**src/rtl/pipeline_pkg.sv**
```systemverilog
// Shared pipeline types: fetch/decode entry bundle and the canonical NOP.
package pipeline_pkg;

    localparam int unsigned PKG_XLEN = 32;
    localparam logic [31:0] NOP_INSTR = 32'h00000013;

    typedef struct packed {
        logic [PKG_XLEN-1:0] inst;
        logic [PKG_XLEN-1:0] pc;
    } fetch_entry_t;

endpackage

```
**src/rtl/fetch_queue_mem.sv**
```systemverilog
// Entry storage for fetch_queue: one synchronous write port, one asynchronous read port.
module fetch_queue_mem
    import pipeline_pkg::*;
#(
    parameter int DEPTH = 4,
    parameter int PW    = $clog2(DEPTH)
) (
    input  logic          clk,
    input  logic          we,
    input  logic [PW-1:0] waddr,
    input  fetch_entry_t  wdata,
    input  logic [PW-1:0] raddr,
    output fetch_entry_t  rdata
);

    fetch_entry_t mem_q [DEPTH];

    always_ff @(posedge clk) begin
        if (we) begin
            mem_q[waddr] <= wdata;
        end
    end

    assign rdata = mem_q[raddr];

endmodule

```
**src/rtl/fetch_queue.sv**
```systemverilog
// Fetch-to-decode ring buffer with flush; optional same-cycle bypass
// when FETCH_QUEUE_BYPASS_EN is defined.
module fetch_queue
    import pipeline_pkg::*;
#(
    parameter int XLEN  = 32,
    parameter int DEPTH = 4
) (
    input  logic                         clk,
    input  logic                         reset,
    input  logic                         push_valid,
    output logic                         push_ready,
    input  logic [XLEN-1:0]              instF,
    input  logic [XLEN-1:0]              PCF,
    output logic                         pop_valid,
    input  logic                         pop_ready,
    output logic [XLEN-1:0]              instD,
    output logic [XLEN-1:0]              PCD,
    output logic [XLEN-1:0]              PCPlus4D,
    input  logic                         flush,
    output logic [$clog2(DEPTH+1)-1:0]   count
);

    localparam int PW = $clog2(DEPTH);
    localparam int CW = $clog2(DEPTH+1);

    logic [PW-1:0] head_q, head_d;
    logic [PW-1:0] tail_q, tail_d;
    logic [CW-1:0] count_q, count_d;

    fetch_entry_t wr_entry;
    fetch_entry_t rd_entry;

    logic not_empty;
    logic bypass;
    logic push_fire;
    logic wr_en;
    logic rd_en;

    assign not_empty  = (count_q != '0);
    assign push_ready = (count_q != CW'(DEPTH));
    assign push_fire  = push_valid && push_ready;

`ifdef FETCH_QUEUE_BYPASS_EN
    assign bypass = !not_empty && push_valid && !flush;
`else
    assign bypass = 1'b0;
`endif

    assign pop_valid = not_empty || bypass;

    // A bypassed entry taken by decode this cycle never touches storage
    assign wr_en = push_fire && !flush && !(bypass && pop_ready);
    assign rd_en = not_empty && pop_ready && !flush;

    assign wr_entry.inst = instF;
    assign wr_entry.pc   = PCF;

    fetch_queue_mem #(
        .DEPTH (DEPTH),
        .PW    (PW)
    ) u_mem (
        .clk   (clk),
        .we    (wr_en),
        .waddr (tail_q),
        .wdata (wr_entry),
        .raddr (head_q),
        .rdata (rd_entry)
    );

    always_comb begin
        instD = NOP_INSTR;
        PCD   = '0;
        if (not_empty) begin
            instD = rd_entry.inst;
            PCD   = rd_entry.pc;
        end else if (bypass) begin
            instD = instF;
            PCD   = PCF;
        end
    end

    assign PCPlus4D = PCD + XLEN'(4);
    assign count    = count_q;

    always_comb begin
        head_d  = head_q;
        tail_d  = tail_q;
        count_d = count_q;
        if (flush) begin
            head_d  = '0;
            tail_d  = '0;
            count_d = '0;
        end else begin
            if (wr_en) tail_d = tail_q + PW'(1);
            if (rd_en) head_d = head_q + PW'(1);
            count_d = count_q + CW'(wr_en) - CW'(rd_en);
        end
    end

    always_ff @(posedge clk or posedge reset) begin
        if (reset) begin
            head_q  <= '0;
            tail_q  <= '0;
            count_q <= '0;
        end else begin
            head_q  <= head_d;
            tail_q  <= tail_d;
            count_q <= count_d;
        end
    end

endmodule

```
**config.mk**
```make
export PLATFORM = sky130hd
export DESIGN_NAME = fetch_queue
export DESIGN_NICKNAME = d
export VERILOG_FILES = /design/src/rtl/pipeline_pkg.sv /design/src/rtl/fetch_queue_mem.sv /design/src/rtl/fetch_queue.sv
export SDC_FILE = /design/constraint.sdc
export NUM_CORES = 1
export LEC_CHECK = 0
export BUFFER_PORTS_ARGS = -buffer_cell sky130_fd_sc_hd__buf_2
export CORE_MARGIN = 2
export CORE_UTILIZATION = 30
export CTS_BUF_LIST = sky130_fd_sc_hd__clkbuf_4 sky130_fd_sc_hd__clkbuf_8 sky130_fd_sc_hd__clkbuf_16
export DETAILED_ROUTE_END_ITERATION = 8
export GPL_TIMING_DRIVEN = 0
export MAX_ROUTING_LAYER = met4
export RECOVER_POWER = 25
export SLEW_MARGIN = 40
export SYNTH_ARGS = -nofsm -noshare
export SYNTH_HDL_FRONTEND = slang
export SYNTH_SLANG_ARGS = --single-unit
```
**constraint.sdc**
```tcl
create_clock -name clk -period 7.51 [get_ports clk]
set_input_delay 0.751 -clock clk [delete_from_list [all_inputs] [get_ports clk]]
set_output_delay 0.751 -clock clk [all_outputs]
set_load 0.03 [all_outputs]
```
==> flow_results.xml, run 1 <==
<?xml version="1.0" encoding="UTF-8"?>
<metrics>
  <group name="clock_network">
    <metric name="path_clk_slew" unit="ns">0.06</metric>
    <metric name="cts.root.buffer_cell" unit="">sky130_fd_sc_hd__clkbuf_16</metric>
    <metric name="cts_repair_resize_count" unit="">0</metric>
    <metric name="post_cts_hold_buffer_count" unit="">0</metric>
    <metric name="cts_max_path_buffers" unit="">3</metric>
    <metric name="clock_latency" unit="ns">0.54</metric>
    <metric name="clock_sink_count" unit="">263</metric>
    <metric name="post_cts_setup_bufs" unit="">0</metric>
    <metric name="numCtsBuffers" unit="">29</metric>
    <metric name="cts_tree" unit="">built</metric>
    <metric name="clock_tree.htree_level_count" unit="">1</metric>
  </group>
  <group name="yosys">
    <metric name="synth.yosys.warnings" unit="">0</metric>
    <metric name="synth_cell_types" unit="">51</metric>
    <metric name="count_of_flip_flops_with_a_built_in_enable_after_synthesis" unit="">256</metric>
    <metric name="combinational_family_with_the_most_area_after_synthesis" unit="">multiplexers</metric>
    <metric name="synth_seq_cells" unit="">263</metric>
    <metric name="muxShareOfSynthArea" unit="">0.141</metric>
    <metric name="synth_largest_area_cell" unit="">sky130_fd_sc_hd__edfxtp_1</metric>
    <metric name="dominantRegCellSynth" unit="">sky130_fd_sc_hd__edfxtp_1</metric>
    <metric name="syn-mean-instance-area" unit="um^2">18.3</metric>
    <metric name="syn-instance-count" unit="">615</metric>
    <metric name="yosys.area_share.adder" unit="">0.00954</metric>
    <metric name="mappedNetlistArea" unit="mm^2">0.0113</metric>
    <metric name="synth-compound-area-share" unit="">0.0115</metric>
    <metric name="simple_logic_cell_fraction_of_the_synthesized_area" unit="">0.0880</metric>
    <metric name="netlist.area_leader.share" unit="">0.682</metric>
    <metric name="synth_async_sr_flop_share" unit="">0.0266</metric>
    <metric name="ys_top_cells_by_area" unit="">sky130_fd_sc_hd__edfxtp_1 68%, sky130_fd_sc_hd__mux4_2 10%, sky130_fd_sc_hd__mux4_1 3.0%</metric>
    <metric name="seq_area_frac_synth" unit="">0.697</metric>
    <metric name="syn_nets" unit="">692</metric>
    <metric name="post_synth_xor_area_fraction" unit="">0.0256</metric>
  </group>
  <group name="global_route">
    <metric name="grt_remaining_overflow" unit="">0</metric>
    <metric name="maximum_number_of_pins_on_one_net_before_global_route_repair" unit="">34</metric>
    <metric name="grt.total_usage" unit="">0.148</metric>
    <metric name="grt_pass1_wl" unit="um">41300</metric>
    <metric name="grt_antenna_before_repair" unit="">6</metric>
    <metric name="first_global_vias" unit="">6422</metric>
  </group>
  <group name="pwr">
    <metric name="power.clock.fraction" unit="">0.265</metric>
    <metric name="netSwitchingFraction" unit="">0.376</metric>
    <metric name="switching_power" unit="mW">1.91</metric>
    <metric name="power.leakage" unit="nW">4.85</metric>
    <metric name="internal_power_consumption" unit="mW">3.16</metric>
    <metric name="comb_power_share" unit="">0.392</metric>
    <metric name="seq_power_share" unit="">0.343</metric>
    <metric name="irDropWorstVdd" unit="mV">0.170</metric>
    <metric name="power_per_cell_area" unit="mW/mm^2">368</metric>
  </group>
  <group name="floorplan">
    <metric name="io_pins" unit="">170</metric>
    <metric name="floorplan.die_area" unit="mm^2">0.0391</metric>
    <metric name="floorplan.die.height" unit="um">198</metric>
    <metric name="floorplan.initialDensity" unit="">0.302</metric>
    <metric name="core_area" unit="mm^2">0.0373</metric>
    <metric name="fp-row-count" unit="">71</metric>
    <metric name="die-width" unit="um">198</metric>
  </group>
  <group name="run">
    <metric name="maxCapViolations" unit="">0</metric>
  </group>
  <group name="hold_path">
    <metric name="holdCritPathClass" unit="">input pin to asynchronous set/reset pin</metric>
  </group>
  <group name="route">
    <metric name="postRouteWirelength" unit="um">27800</metric>
    <metric name="num_vias" unit="">6244</metric>
    <metric name="drtAntennaViolNets" unit="">0</metric>
    <metric name="post-route-drc-count" unit="">0</metric>
    <metric name="drt_iter0_markers" unit="">426</metric>
    <metric name="post_drt_wl_per_cell" unit="um">21.1</metric>
    <metric name="dr.pass1.iters" unit="">5</metric>
    <metric name="viasPerCell" unit="">4.72</metric>
  </group>
  <group name="critical_path">
    <metric name="crit_path_end_kind" unit="">output port</metric>
    <metric name="crit_path_start_kind" unit="">register</metric>
    <metric name="timing.critical_path.fanout_max" unit="">10</metric>
    <metric name="path_class" unit="">register to output port</metric>
    <metric name="critPathRequiredTime" unit="ns">6.76</metric>
    <metric name="cp_data_arrival_time" unit="ns">4.26</metric>
  </group>
  <group name="timing">
    <metric name="rsz0062_at_grt" unit="">false</metric>
    <metric name="part_of_the_cycle_the_worst_path_needs" unit="">0.667</metric>
    <metric name="timing.slew.headroom" unit="">0.484</metric>
    <metric name="timing.final.max_slew_violations" unit="">0</metric>
    <metric name="fmax" unit="MHz">200</metric>
    <metric name="timing_worst_slew_pin_value" unit="ns">0.774</metric>
    <metric name="setup_slack" unit="ns">2.50</metric>
    <metric name="skew" unit="ns">0.00873</metric>
    <metric name="final.min_clock_period" unit="ns">5.01</metric>
    <metric name="final-setup-viol-count" unit="">0</metric>
    <metric name="finalHoldViolCount" unit="">0</metric>
    <metric name="setup-tns-final" unit="ns">0</metric>
  </group>
  <group name="place">
    <metric name="placed_cells_incl_taps" unit="">1265</metric>
    <metric name="post-dp-hpwl" unit="um">19300</metric>
    <metric name="detailedPlace.worstSlack" unit="ns">3.04</metric>
    <metric name="numPortBuffers" unit="">168</metric>
    <metric name="rd_place_congestion" unit="">0.806</metric>
  </group>
  <group name="final_layout">
    <metric name="drive_above_1_share" unit="">0.335</metric>
    <metric name="final_common_cell" unit="">sky130_fd_sc_hd__edfxtp_1</metric>
    <metric name="num-nets-final" unit="">899</metric>
    <metric name="areaGrowthSynthToFinish" unit="%">22.0</metric>
    <metric name="fillers" unit="">3529</metric>
    <metric name="post_layout_nonfiller_instances" unit="">1322</metric>
    <metric name="most-common-layout-cells" unit="">256 x sky130_fd_sc_hd__edfxtp_1, 135 x sky130_fd_sc_hd__buf_2, 52 x sky130_fd_sc_hd__mux4_2, 50 x sky130_fd_sc_hd__and2_1, 49 x sky130_fd_sc_hd__clkbuf_1</metric>
  </group>
  <group name="outcome">
    <metric name="outcome" unit="">finished clean</metric>
  </group>
</metrics>
==> layout make-up <==
class / count / area, um^2 / area share
Antenna cell: 5 / 12.5 / 0.000910
Buffer: 30 / 240 / 0.0175
Clock buffer: 32 / 748 / 0.0544
Clock inverter: 20 / 163 / 0.0118
Inverter: 18 / 67.6 / 0.00491
Multi-Input combinational cell: 304 / 3120 / 0.227
Sequential cell: 263 / 7860 / 0.572
Tap cell: 474 / 593 / 0.0431
Timing Repair Buffer: 176 / 950 / 0.0691
==> critical path: stages (launching register included) <==
cell and delay [ns]:
sky130_fd_sc_hd__dfrtp_1 0.48, sky130_fd_sc_hd__nor3_1 0.18, sky130_fd_sc_hd__inv_1 0.18, sky130_fd_sc_hd__clkbuf_8 0.20
sky130_fd_sc_hd__buf_4 0.21, sky130_fd_sc_hd__clkbuf_1 0.30, sky130_fd_sc_hd__nand2_1 0.12, sky130_fd_sc_hd__inv_1 0.09
sky130_fd_sc_hd__ha_1 0.28, sky130_fd_sc_hd__o31a_2 0.22, sky130_fd_sc_hd__nand4_4 0.13, sky130_fd_sc_hd__nor4_4 0.38
sky130_fd_sc_hd__nand4_2 0.24, sky130_fd_sc_hd__nor4_2 0.29, sky130_fd_sc_hd__xor2_1 0.18, sky130_fd_sc_hd__buf_2 0.22
==> power by group through the flow <==
stage / registers, mW / clock network (mW) / logic (mW)
final: 1.74 / 1.34 / 1.99
after global routing: 1.75 / 1.44 / 2.13
after CTS: 1.74 / 1.38 / 2.02
after detailed placement: 1.77 / 0 / 2.02
after global placement: 1.78 / 0 / 2.00
after floorplan: 1.77 / 0 / 1.38
==> path summary, 6_finish.rpt <==
kind                                start            endpoint  slack, ns  cells after the start
worst max-delay path             count[1]        PCPlus4D[30]       2.50                     15
worst min-delay path                reset            count[1]       0.13                      2
worst max register to register   count[2]            count[2]       4.01                     14
max in group asynchronous           reset           head_q[1]       7.16                      2
min in group clk                  PCF[27]  u_mem.mem_q[3][27]       0.42                      1
worst min register to register  tail_q[1]           tail_q[1]       0.59                      2
==> state kept, by name, indices dropped and copies added (netlist names) <==
register	count
tail_q	2
count	3
head_q	2
u_mem.mem_q	256
==> logic make-up after synthesis <==
logic type      after synthesis
flops                       263
simple gates                173
mux                          72
buf+inv                      48
xor+xnor                     33
compound gates               18
fa+ha+maj                     8
==> per-stage QoR <==
| step | power (mW) | hold slack [ns] | util | cell area [um^2] |
|---|---|---|---|---|
| after global placement | 3.77 | 0.583 | 0.341 | 12700 |
| after global routing | 5.32 | 0.142 | 0.369 | 13700 |
| after CTS | 5.15 | 0.108 | 0.370 | 13800 |
| after floorplan | 3.15 | 0.543 | - | 11300 |
| final | 5.06 | 0.131 | 0.369 | 13800 |
| after detailed placement | 3.79 | 0.591 | 0.345 | 12900 |
==> Yosys cell counts, types with 9 or more instances <==
cell type / n
sky130_fd_sc_hd__mux4_2: 52
sky130_fd_sc_hd__xnor2_1: 19
sky130_fd_sc_hd__and2_1: 54
sky130_fd_sc_hd__inv_1: 18
sky130_fd_sc_hd__xor2_1: 14
sky130_fd_sc_hd__nand3_1: 11
sky130_fd_sc_hd__clkbuf_1: 9
sky130_fd_sc_hd__edfxtp_1: 256
sky130_fd_sc_hd__mux4_1: 13
sky130_fd_sc_hd__nand2_1: 41
sky130_fd_sc_hd__nor2_1: 27
==> metal layers <==
layer,vias to the layer above,part of all wire,GRT usage,wire length (um)
li1,2830,-,-,-
met1,3147,0.45,0.198,12400
met2,229,0.46,0.229,12900
met3,38,0.071,0.0339,1980
met4,0,0.019,0.0398,529
met5,-,0,-,0
(Power assumes the default switching activity.)
==> inputs of run 2 (changes only) <==
clock period = 4.6 ns   (was 7.51 ns; I/O delays follow)
==> run 2 against run 1 <==
Sequential power grew 63%. Global-route usage hardly changed. First-iteration DRC count shrank 2.1%. Via count grew 0.38%. Die area did not move. Cell count unchanged. Critical endpoint unchanged. Largest cell class unchanged. Sequential share of layout area barely moved.
==> flow_results.xml, run 2 (synthesized netlist as in run 1, its figures left out) <==
<?xml version="1.0" encoding="UTF-8"?>
<metrics>
  <group name="clock_network">
    <metric name="cts_max_path_buffers" unit="">3</metric>
    <metric name="clock_sink_count" unit="">263</metric>
    <metric name="clock_latency" unit="ns">0.54</metric>
    <metric name="path_clk_slew" unit="ns">0.06</metric>
    <metric name="clock_tree.htree_level_count" unit="">1</metric>
    <metric name="cts_repair_resize_count" unit="">0</metric>
    <metric name="numCtsBuffers" unit="">29</metric>
    <metric name="cts_tree" unit="">built</metric>
    <metric name="cts.root.buffer_cell" unit="">sky130_fd_sc_hd__clkbuf_16</metric>
  </group>
  <group name="route">
    <metric name="drtAntennaViolNets" unit="">0</metric>
    <metric name="drt_iter0_markers" unit="">417</metric>
    <metric name="postRouteWirelength" unit="um">27900</metric>
    <metric name="dr.pass1.iters" unit="">6</metric>
    <metric name="viasPerCell" unit="">4.74</metric>
    <metric name="num_vias" unit="">6268</metric>
    <metric name="post_drt_wl_per_cell" unit="um">21.1</metric>
    <metric name="post-route-drc-count" unit="">0</metric>
  </group>
  <group name="pwr">
    <metric name="comb_power_share" unit="">0.392</metric>
    <metric name="power_per_cell_area" unit="mW/mm^2">601</metric>
    <metric name="switching_power" unit="mW">3.11</metric>
    <metric name="seq_power_share" unit="">0.343</metric>
    <metric name="netSwitchingFraction" unit="">0.377</metric>
    <metric name="totalPowerFinal" unit="mW">8.27</metric>
    <metric name="internal_power_consumption" unit="mW">5.15</metric>
    <metric name="power.leakage" unit="nW">4.85</metric>
    <metric name="irDropWorstVdd" unit="mV">0.277</metric>
    <metric name="power.clock.fraction" unit="">0.265</metric>
  </group>
  <group name="place">
    <metric name="rd_place_congestion" unit="">0.806</metric>
    <metric name="numPortBuffers" unit="">168</metric>
    <metric name="post-dp-hpwl" unit="um">19300</metric>
  </group>
  <group name="critical_path">
    <metric name="crit_path_cell_trace" unit="">nor3_1 -&gt; inv_1 -&gt; clkbuf_8 -&gt; buf_4 -&gt; nand2_1 -&gt; inv_1 -&gt; ha_1 -&gt; o31a_2 -&gt; nand4_4 -&gt; nor4_4 -&gt; nand4_2 -&gt; nor4_2 -&gt; xor2_1 -&gt; buf_2</metric>
    <metric name="buffers_inverters_on_critical_path" unit="">5</metric>
    <metric name="start_point_of_the_critical_path" unit="">count[1]</metric>
    <metric name="crit_path_end_kind" unit="">output port</metric>
    <metric name="crit-reg2reg-capture" unit="">count[2]</metric>
    <metric name="crit_path_start_kind" unit="">register</metric>
    <metric name="critPathRequiredTime" unit="ns">4.14</metric>
    <metric name="crit_top_cell" unit="">sky130_fd_sc_hd__inv_1</metric>
    <metric name="cp_data_arrival_time" unit="ns">3.94</metric>
    <metric name="critPathSlowestCell" unit="">sky130_fd_sc_hd__dfrtp_1</metric>
    <metric name="worst_r2r_path_depth" unit="">14</metric>
    <metric name="timing.critical_path.fanout_max" unit="">19</metric>
    <metric name="path_class" unit="">register to output port</metric>
    <metric name="ff2ff_setup_slack" unit="ns">1.06</metric>
    <metric name="reg2reg_from" unit="">count[2]</metric>
    <metric name="critical_path.top_delay_family" unit="">simple AND/OR/NAND/NOR gates</metric>
    <metric name="crit_path_max_incr_delay" unit="ns">0.48</metric>
  </group>
  <group name="floorplan">
    <metric name="floorplan.initialDensity" unit="">0.302</metric>
    <metric name="floorplan.die_area" unit="mm^2">0.0391</metric>
    <metric name="die-width" unit="um">198</metric>
    <metric name="fp-row-count" unit="">71</metric>
    <metric name="io_pins" unit="">170</metric>
    <metric name="core_area" unit="mm^2">0.0373</metric>
    <metric name="floorplan.die.height" unit="um">198</metric>
  </group>
  <group name="hold_path">
    <metric name="whs_endpoint" unit="">u_mem.mem_q[3][27]</metric>
    <metric name="holdCritStartpoint" unit="">PCF[27]</metric>
    <metric name="holdCritPathClass" unit="">input pin to register</metric>
    <metric name="worstHoldPathCells" unit="">1</metric>
  </group>
  <group name="final_layout">
    <metric name="num-nets-final" unit="">899</metric>
    <metric name="most-common-layout-cells" unit="">256 x sky130_fd_sc_hd__edfxtp_1, 134 x sky130_fd_sc_hd__buf_2, 52 x sky130_fd_sc_hd__mux4_2, 50 x sky130_fd_sc_hd__and2_1, 49 x sky130_fd_sc_hd__clkbuf_1</metric>
    <metric name="final_common_cell" unit="">sky130_fd_sc_hd__edfxtp_1</metric>
    <metric name="drive_above_1_share" unit="">0.333</metric>
    <metric name="sequential_cell_area" unit="mm^2">0.00786</metric>
    <metric name="largest_register_by_flop_count" unit="">u_mem.mem_q</metric>
    <metric name="max_ffs_per_register" unit="">256</metric>
    <metric name="fillers" unit="">3531</metric>
    <metric name="layout.core_utilization" unit="">0.369</metric>
    <metric name="areaGrowthSynthToFinish" unit="%">22.0</metric>
    <metric name="multi_input_gate_area_in_the_final_layout" unit="mm^2">0.00312</metric>
  </group>
  <group name="timing">
    <metric name="final.min_clock_period" unit="ns">4.40</metric>
    <metric name="skew" unit="ns">0.0120</metric>
    <metric name="part_of_the_cycle_the_worst_path_needs" unit="">0.956</metric>
    <metric name="fmax" unit="MHz">227</metric>
    <metric name="timing.slew.headroom" unit="">0.491</metric>
    <metric name="finalHoldViolCount" unit="">0</metric>
    <metric name="hold_slack" unit="ns">0.136</metric>
    <metric name="final-setup-viol-count" unit="">0</metric>
    <metric name="timing_worst_slew_pin_value" unit="ns">0.756</metric>
    <metric name="setup-tns-final" unit="ns">0</metric>
    <metric name="timing.final.max_slew_violations" unit="">0</metric>
    <metric name="rsz0062_at_grt" unit="">false</metric>
  </group>
  <group name="global_route">
    <metric name="maximum_number_of_pins_on_one_net_before_global_route_repair" unit="">34</metric>
    <metric name="first_global_vias" unit="">6418</metric>
    <metric name="grt.total_usage" unit="">0.148</metric>
    <metric name="grt_antenna_before_repair" unit="">6</metric>
    <metric name="grt_pass1_wl" unit="um">41300</metric>
    <metric name="grt_remaining_overflow" unit="">0</metric>
  </group>
  <group name="run">
    <metric name="maxCapViolations" unit="">0</metric>
  </group>
  <group name="outcome">
    <metric name="outcome" unit="">finished clean</metric>
  </group>
</metrics>
-- run 2: cell count changes in the layout (fill, tap and decap cells not counted) --
cell                            before  now
sky130_fd_sc_hd__buf_2             135  134
sky130_fd_sc_hd__dlygate4sd3_1       0    1
-- run 2: worst max-delay path by stage --
| stage | endpoint | slack (ns) | depth (start not counted) |
|---|---|---|---|
| after floorplan | PCPlus4D[26] | 0.20 | 14 |
| after global placement | u_mem.mem_q[0][40] | 0.17 | 5 |
| after detailed placement | PCPlus4D[30] | 0.43 | 15 |
| after CTS | PCPlus4D[30] | 0.1 | 14 |
| after global routing | PCPlus4D[30] | 0.002 | 14 |
| final | PCPlus4D[30] | 0.20 | 14 |
-- run 2: timing repair --
item,CTS,global route
hold buffers,1,0
hold endpoints to repair,7,0
setup endpoints to repair,5,4
pin swaps,0,1
cloned,0,0
buffers inserted,0,0
-- run 2: area by class of cell --
type	count	area share
clock inverters	20	0.0118
flip-flops and latches	263	0.572
inverters	18	0.00491
well taps	474	0.0431
diodes	5	0.000910
clock buffers	32	0.0544
repair buffers	177	0.0697
plain buffers	29	0.0172
multi-input cells	304	0.226
-- run 2: stage by stage --
stage / std cells / cell area, um^2 / setup WS [ns]
floorplan: 615 / 11300 / 0.201
global placement: 1257 / 12700 / 0.169
detailed placement: 1265 / 12900 / 0.425
CTS: 1317 / 13800 / 0.0977
global route: 1321 / 13800 / 0.00239
finish: 1322 / 13800 / 0.203
-- run 2: power groups by stage --
stage / Sequential [mW] / Combinational, mW / Clock (mW)
floorplan: 2.90 / 2.26 / 0
global placement: 2.90 / 3.26 / 0
detailed placement: 2.89 / 3.30 / 0
CTS: 2.84 / 3.30 / 2.26
global route: 2.85 / 3.47 / 2.36
finish: 2.84 / 3.24 / 2.19
-- run 2: per-layer routing --
layer	vias to the layer above	global-route usage	wire, um
met1	3163	0.198	12400
li1	2828	-	-
met3	36	0.0339	2070
met5	-	-	0
met4	0	0.0398	531
met2	241	0.229	12900
==> inputs of run 3 (changes only) <==
clock period = 3.7 ns   (was 4.6 ns; I/O delays follow)
==> run 3 against run 2 <==
Core utilization rose by 1.5 points. Critical endpoint is now PCPlus4D[28]. Cell count rose by 2.6%. Critical path type unchanged. Highest routed layer unchanged. Clock skew rose by 0.012 ns. Die area did not move.
==> flow_results.xml, run 3 (synthesized netlist as in run 1, its figures left out) <==
<?xml version="1.0" encoding="UTF-8"?>
<metrics>
  <group name="outcome">
    <metric name="outcome" unit="">finished clean</metric>
  </group>
  <group name="final_layout">
    <metric name="final_common_cell" unit="">sky130_fd_sc_hd__edfxtp_1</metric>
    <metric name="largest_register_by_flop_count" unit="">u_mem.mem_q</metric>
    <metric name="layout.core_utilization" unit="">0.384</metric>
    <metric name="fillers" unit="">3509</metric>
    <metric name="areaGrowthSynthToFinish" unit="%">27.0</metric>
    <metric name="finish.instance_area" unit="mm^2">0.0143</metric>
    <metric name="num-nets-final" unit="">934</metric>
    <metric name="post_layout_nonfiller_instances" unit="">1356</metric>
    <metric name="drive_above_1_share" unit="">0.373</metric>
    <metric name="max_ffs_per_register" unit="">256</metric>
    <metric name="most-common-layout-cells" unit="">256 x sky130_fd_sc_hd__edfxtp_1, 131 x sky130_fd_sc_hd__buf_2, 55 x sky130_fd_sc_hd__mux4_2, 49 x sky130_fd_sc_hd__and2_1, 47 x sky130_fd_sc_hd__clkbuf_1</metric>
  </group>
  <group name="route">
    <metric name="dr.pass1.iters" unit="">5</metric>
    <metric name="drt_iter0_markers" unit="">323</metric>
    <metric name="postRouteWirelength" unit="um">28200</metric>
    <metric name="post-route-drc-count" unit="">0</metric>
    <metric name="num_vias" unit="">6351</metric>
    <metric name="drtAntennaViolNets" unit="">0</metric>
    <metric name="viasPerCell" unit="">4.68</metric>
    <metric name="post_drt_wl_per_cell" unit="um">20.8</metric>
  </group>
  <group name="critical_path">
    <metric name="crit-reg2reg-capture" unit="">count[2]</metric>
    <metric name="critPathRequiredTime" unit="ns">3.33</metric>
    <metric name="crit_path_start_kind" unit="">register</metric>
    <metric name="crit_path_end_kind" unit="">output port</metric>
    <metric name="ff2ff_setup_slack" unit="ns">0.58</metric>
    <metric name="cp_data_arrival_time" unit="ns">3.22</metric>
    <metric name="crit_top_cell" unit="">sky130_fd_sc_hd__nand4_4</metric>
    <metric name="critPathSlowestCell" unit="">sky130_fd_sc_hd__dfrtp_1</metric>
    <metric name="timing.critical_path.fanout_max" unit="">7</metric>
    <metric name="crit_path_max_incr_delay" unit="ns">0.41</metric>
    <metric name="crit_path_cell_trace" unit="">buf_12 -&gt; mux4_2 -&gt; and2_4 -&gt; ha_4 -&gt; o31a_4 -&gt; nand4_4 -&gt; nor4_4 -&gt; buf_4 -&gt; nand4_4 -&gt; nor3_2 -&gt; xnor2_1 -&gt; buf_2</metric>
    <metric name="worst_r2r_path_depth" unit="">15</metric>
    <metric name="reg2reg_from" unit="">count[0]</metric>
    <metric name="path_class" unit="">register to output port</metric>
  </group>
  <group name="timing">
    <metric name="timing_worst_slew_pin_value" unit="ns">0.723</metric>
    <metric name="skew" unit="ns">0.0237</metric>
    <metric name="rsz0062_at_grt" unit="">true</metric>
    <metric name="final.min_clock_period" unit="ns">3.59</metric>
    <metric name="final-setup-viol-count" unit="">0</metric>
    <metric name="finalHoldViolCount" unit="">0</metric>
    <metric name="fmax" unit="MHz">278</metric>
    <metric name="timing.slew.headroom" unit="">0.518</metric>
    <metric name="part_of_the_cycle_the_worst_path_needs" unit="">0.971</metric>
    <metric name="hold_slack" unit="ns">0.0502</metric>
    <metric name="timing.final.max_slew_violations" unit="">0</metric>
  </group>
  <group name="pwr">
    <metric name="power.leakage" unit="nW">5.08</metric>
    <metric name="power_per_cell_area" unit="mW/mm^2">750</metric>
    <metric name="comb_power_share" unit="">0.396</metric>
    <metric name="seq_power_share" unit="">0.328</metric>
    <metric name="switching_power" unit="mW">3.94</metric>
    <metric name="irDropWorstVdd" unit="mV">0.406</metric>
    <metric name="netSwitchingFraction" unit="">0.367</metric>
    <metric name="power.clock.fraction" unit="">0.276</metric>
    <metric name="internal_power_consumption" unit="mW">6.80</metric>
  </group>
  <group name="floorplan">
    <metric name="floorplan.die_area" unit="mm^2">0.0391</metric>
    <metric name="die-width" unit="um">198</metric>
    <metric name="fp-row-count" unit="">71</metric>
    <metric name="io_pins" unit="">170</metric>
    <metric name="floorplan.initialDensity" unit="">0.302</metric>
    <metric name="floorplan.die.height" unit="um">198</metric>
    <metric name="core_area" unit="mm^2">0.0373</metric>
  </group>
  <group name="clock_network">
    <metric name="clock_tree.htree_level_count" unit="">1</metric>
    <metric name="numCtsBuffers" unit="">29</metric>
    <metric name="path_clk_slew" unit="ns">0.06</metric>
    <metric name="cts_tree" unit="">built</metric>
    <metric name="cts_max_path_buffers" unit="">3</metric>
    <metric name="cts.root.buffer_cell" unit="">sky130_fd_sc_hd__clkbuf_16</metric>
    <metric name="clock_sink_count" unit="">263</metric>
    <metric name="clock_latency" unit="ns">0.56</metric>
  </group>
  <group name="place">
    <metric name="post-dp-hpwl" unit="um">19700</metric>
    <metric name="placed_area" unit="mm^2">0.0129</metric>
    <metric name="placed_cells_incl_taps" unit="">1266</metric>
    <metric name="numPortBuffers" unit="">168</metric>
    <metric name="rd_place_congestion" unit="">0.833</metric>
  </group>
  <group name="global_route">
    <metric name="use_met1" unit="">0.194</metric>
    <metric name="grt_remaining_overflow" unit="">0</metric>
    <metric name="grt.busiest_layer" unit="">met2</metric>
    <metric name="grt_use_met2" unit="">0.235</metric>
    <metric name="grt.total_usage" unit="">0.149</metric>
    <metric name="first_global_vias" unit="">6689</metric>
    <metric name="groute.layer.met3.usage" unit="">0.0307</metric>
    <metric name="maximum_number_of_pins_on_one_net_before_global_route_repair" unit="">31</metric>
    <metric name="grt_antenna_before_repair" unit="">3</metric>
    <metric name="grt_pass1_wl" unit="um">41600</metric>
  </group>
  <group name="hold_path">
    <metric name="worstHoldPathCells" unit="">1</metric>
    <metric name="whs_endpoint" unit="">u_mem.mem_q[1][61]</metric>
    <metric name="holdCritStartpoint" unit="">instF[29]</metric>
    <metric name="holdCritPathClass" unit="">input pin to register</metric>
  </group>
  <group name="run">
    <metric name="maxCapViolations" unit="">0</metric>
  </group>
</metrics>
run 3: cell count changes in the layout (fill, tap and decap cells not counted), sizes merged:
cell         delta
buf            +15
bufinv          +2
clkbuf          +6
clkinv          -7
clkinvlp        -1
diode           -2
dlygate4sd3    +20
inv             +1
run 3: worst max-delay path: cells and delay by family, from the launching register on:
family,cells,cell delay (ns)
AND/OR/NAND/NOR,5,0.89
buffers and inverters,3,0.56
flip-flops,1,0.41
multiplexers,1,0.36
XOR/XNOR,1,0.16
adder cells (fa/ha/maj),1,0.15
AO/OA/AOI/OAI,1,0.14
run 3: worst max path at each step:
| stage | startpoint | slack [ns] | end |
|---|---|---|---|
| after global placement | count[0] | -0.70 | u_mem.mem_q[3][41] |
| after global routing | head_q[0] | -0.04 | PCPlus4D[30] |
| after floorplan | count[0] | 0.001 | PCPlus4D[26] |
| after CTS | head_q[1] | 0.01 | PCPlus4D[30] |
| after detailed placement | count[0] | -0.30 | PCPlus4D[30] |
| final | head_q[0] | 0.11 | PCPlus4D[28] |
run 3: power by group through the flow:
stage | logic, mW | registers [mW] | clock network, mW
floorplan | 2.83 | 3.60 | 0
detailed placement | 4.12 | 3.59 | 0
finish | 4.25 | 3.52 | 2.96
global route | 4.56 | 3.53 | 3.16
CTS | 4.31 | 3.52 | 3.05
global placement | 4.06 | 3.61 | 0
run 3: what timing repair did:
action                     CTS  global route
hold endpoints to repair    79             0
gates resized for setup     25            11
buffers inserted             8             6
setup endpoints to repair   30            10
hold buffers                21             0
pin swaps                    3             7
run 3: stage by stage:
step | setup TNS [ns] | total power, mW | worst slack [ns]
floorplan | 0 | 6.43 | 0.00105
global placement | -170.93 | 7.67 | -0.701
detailed placement | -1.49 | 7.71 | -0.301
CTS | 0 | 10.9 | 0.0132
global route | -0.141 | 11.3 | -0.0432
finish | 0 | 10.7 | 0.107
run 3: routing by layer:
layer / part of all wire / routed length, um / vias up
li1: - / - / 2894
met1: 0.44 / 12500 / 3205
met2: 0.46 / 13100 / 202
met3: 0.064 / 1790 / 50
met4: 0.027 / 774 / 0
met5: 0 / 0 / -
run 3: area by class of cell:
type                            count  area, um^2  area share
Tap cell                          474         593      0.0414
Inverter                           18        67.6     0.00472
Timing Repair Buffer              212        1290      0.0902
Buffer                             29         270      0.0189
Clock buffer                       38         806      0.0563
Clock inverter                     15         186      0.0130
Sequential cell                   263        7870       0.549
Multi-Input combinational cell    304        3230       0.226
Antenna cell                        3        7.51    0.000524
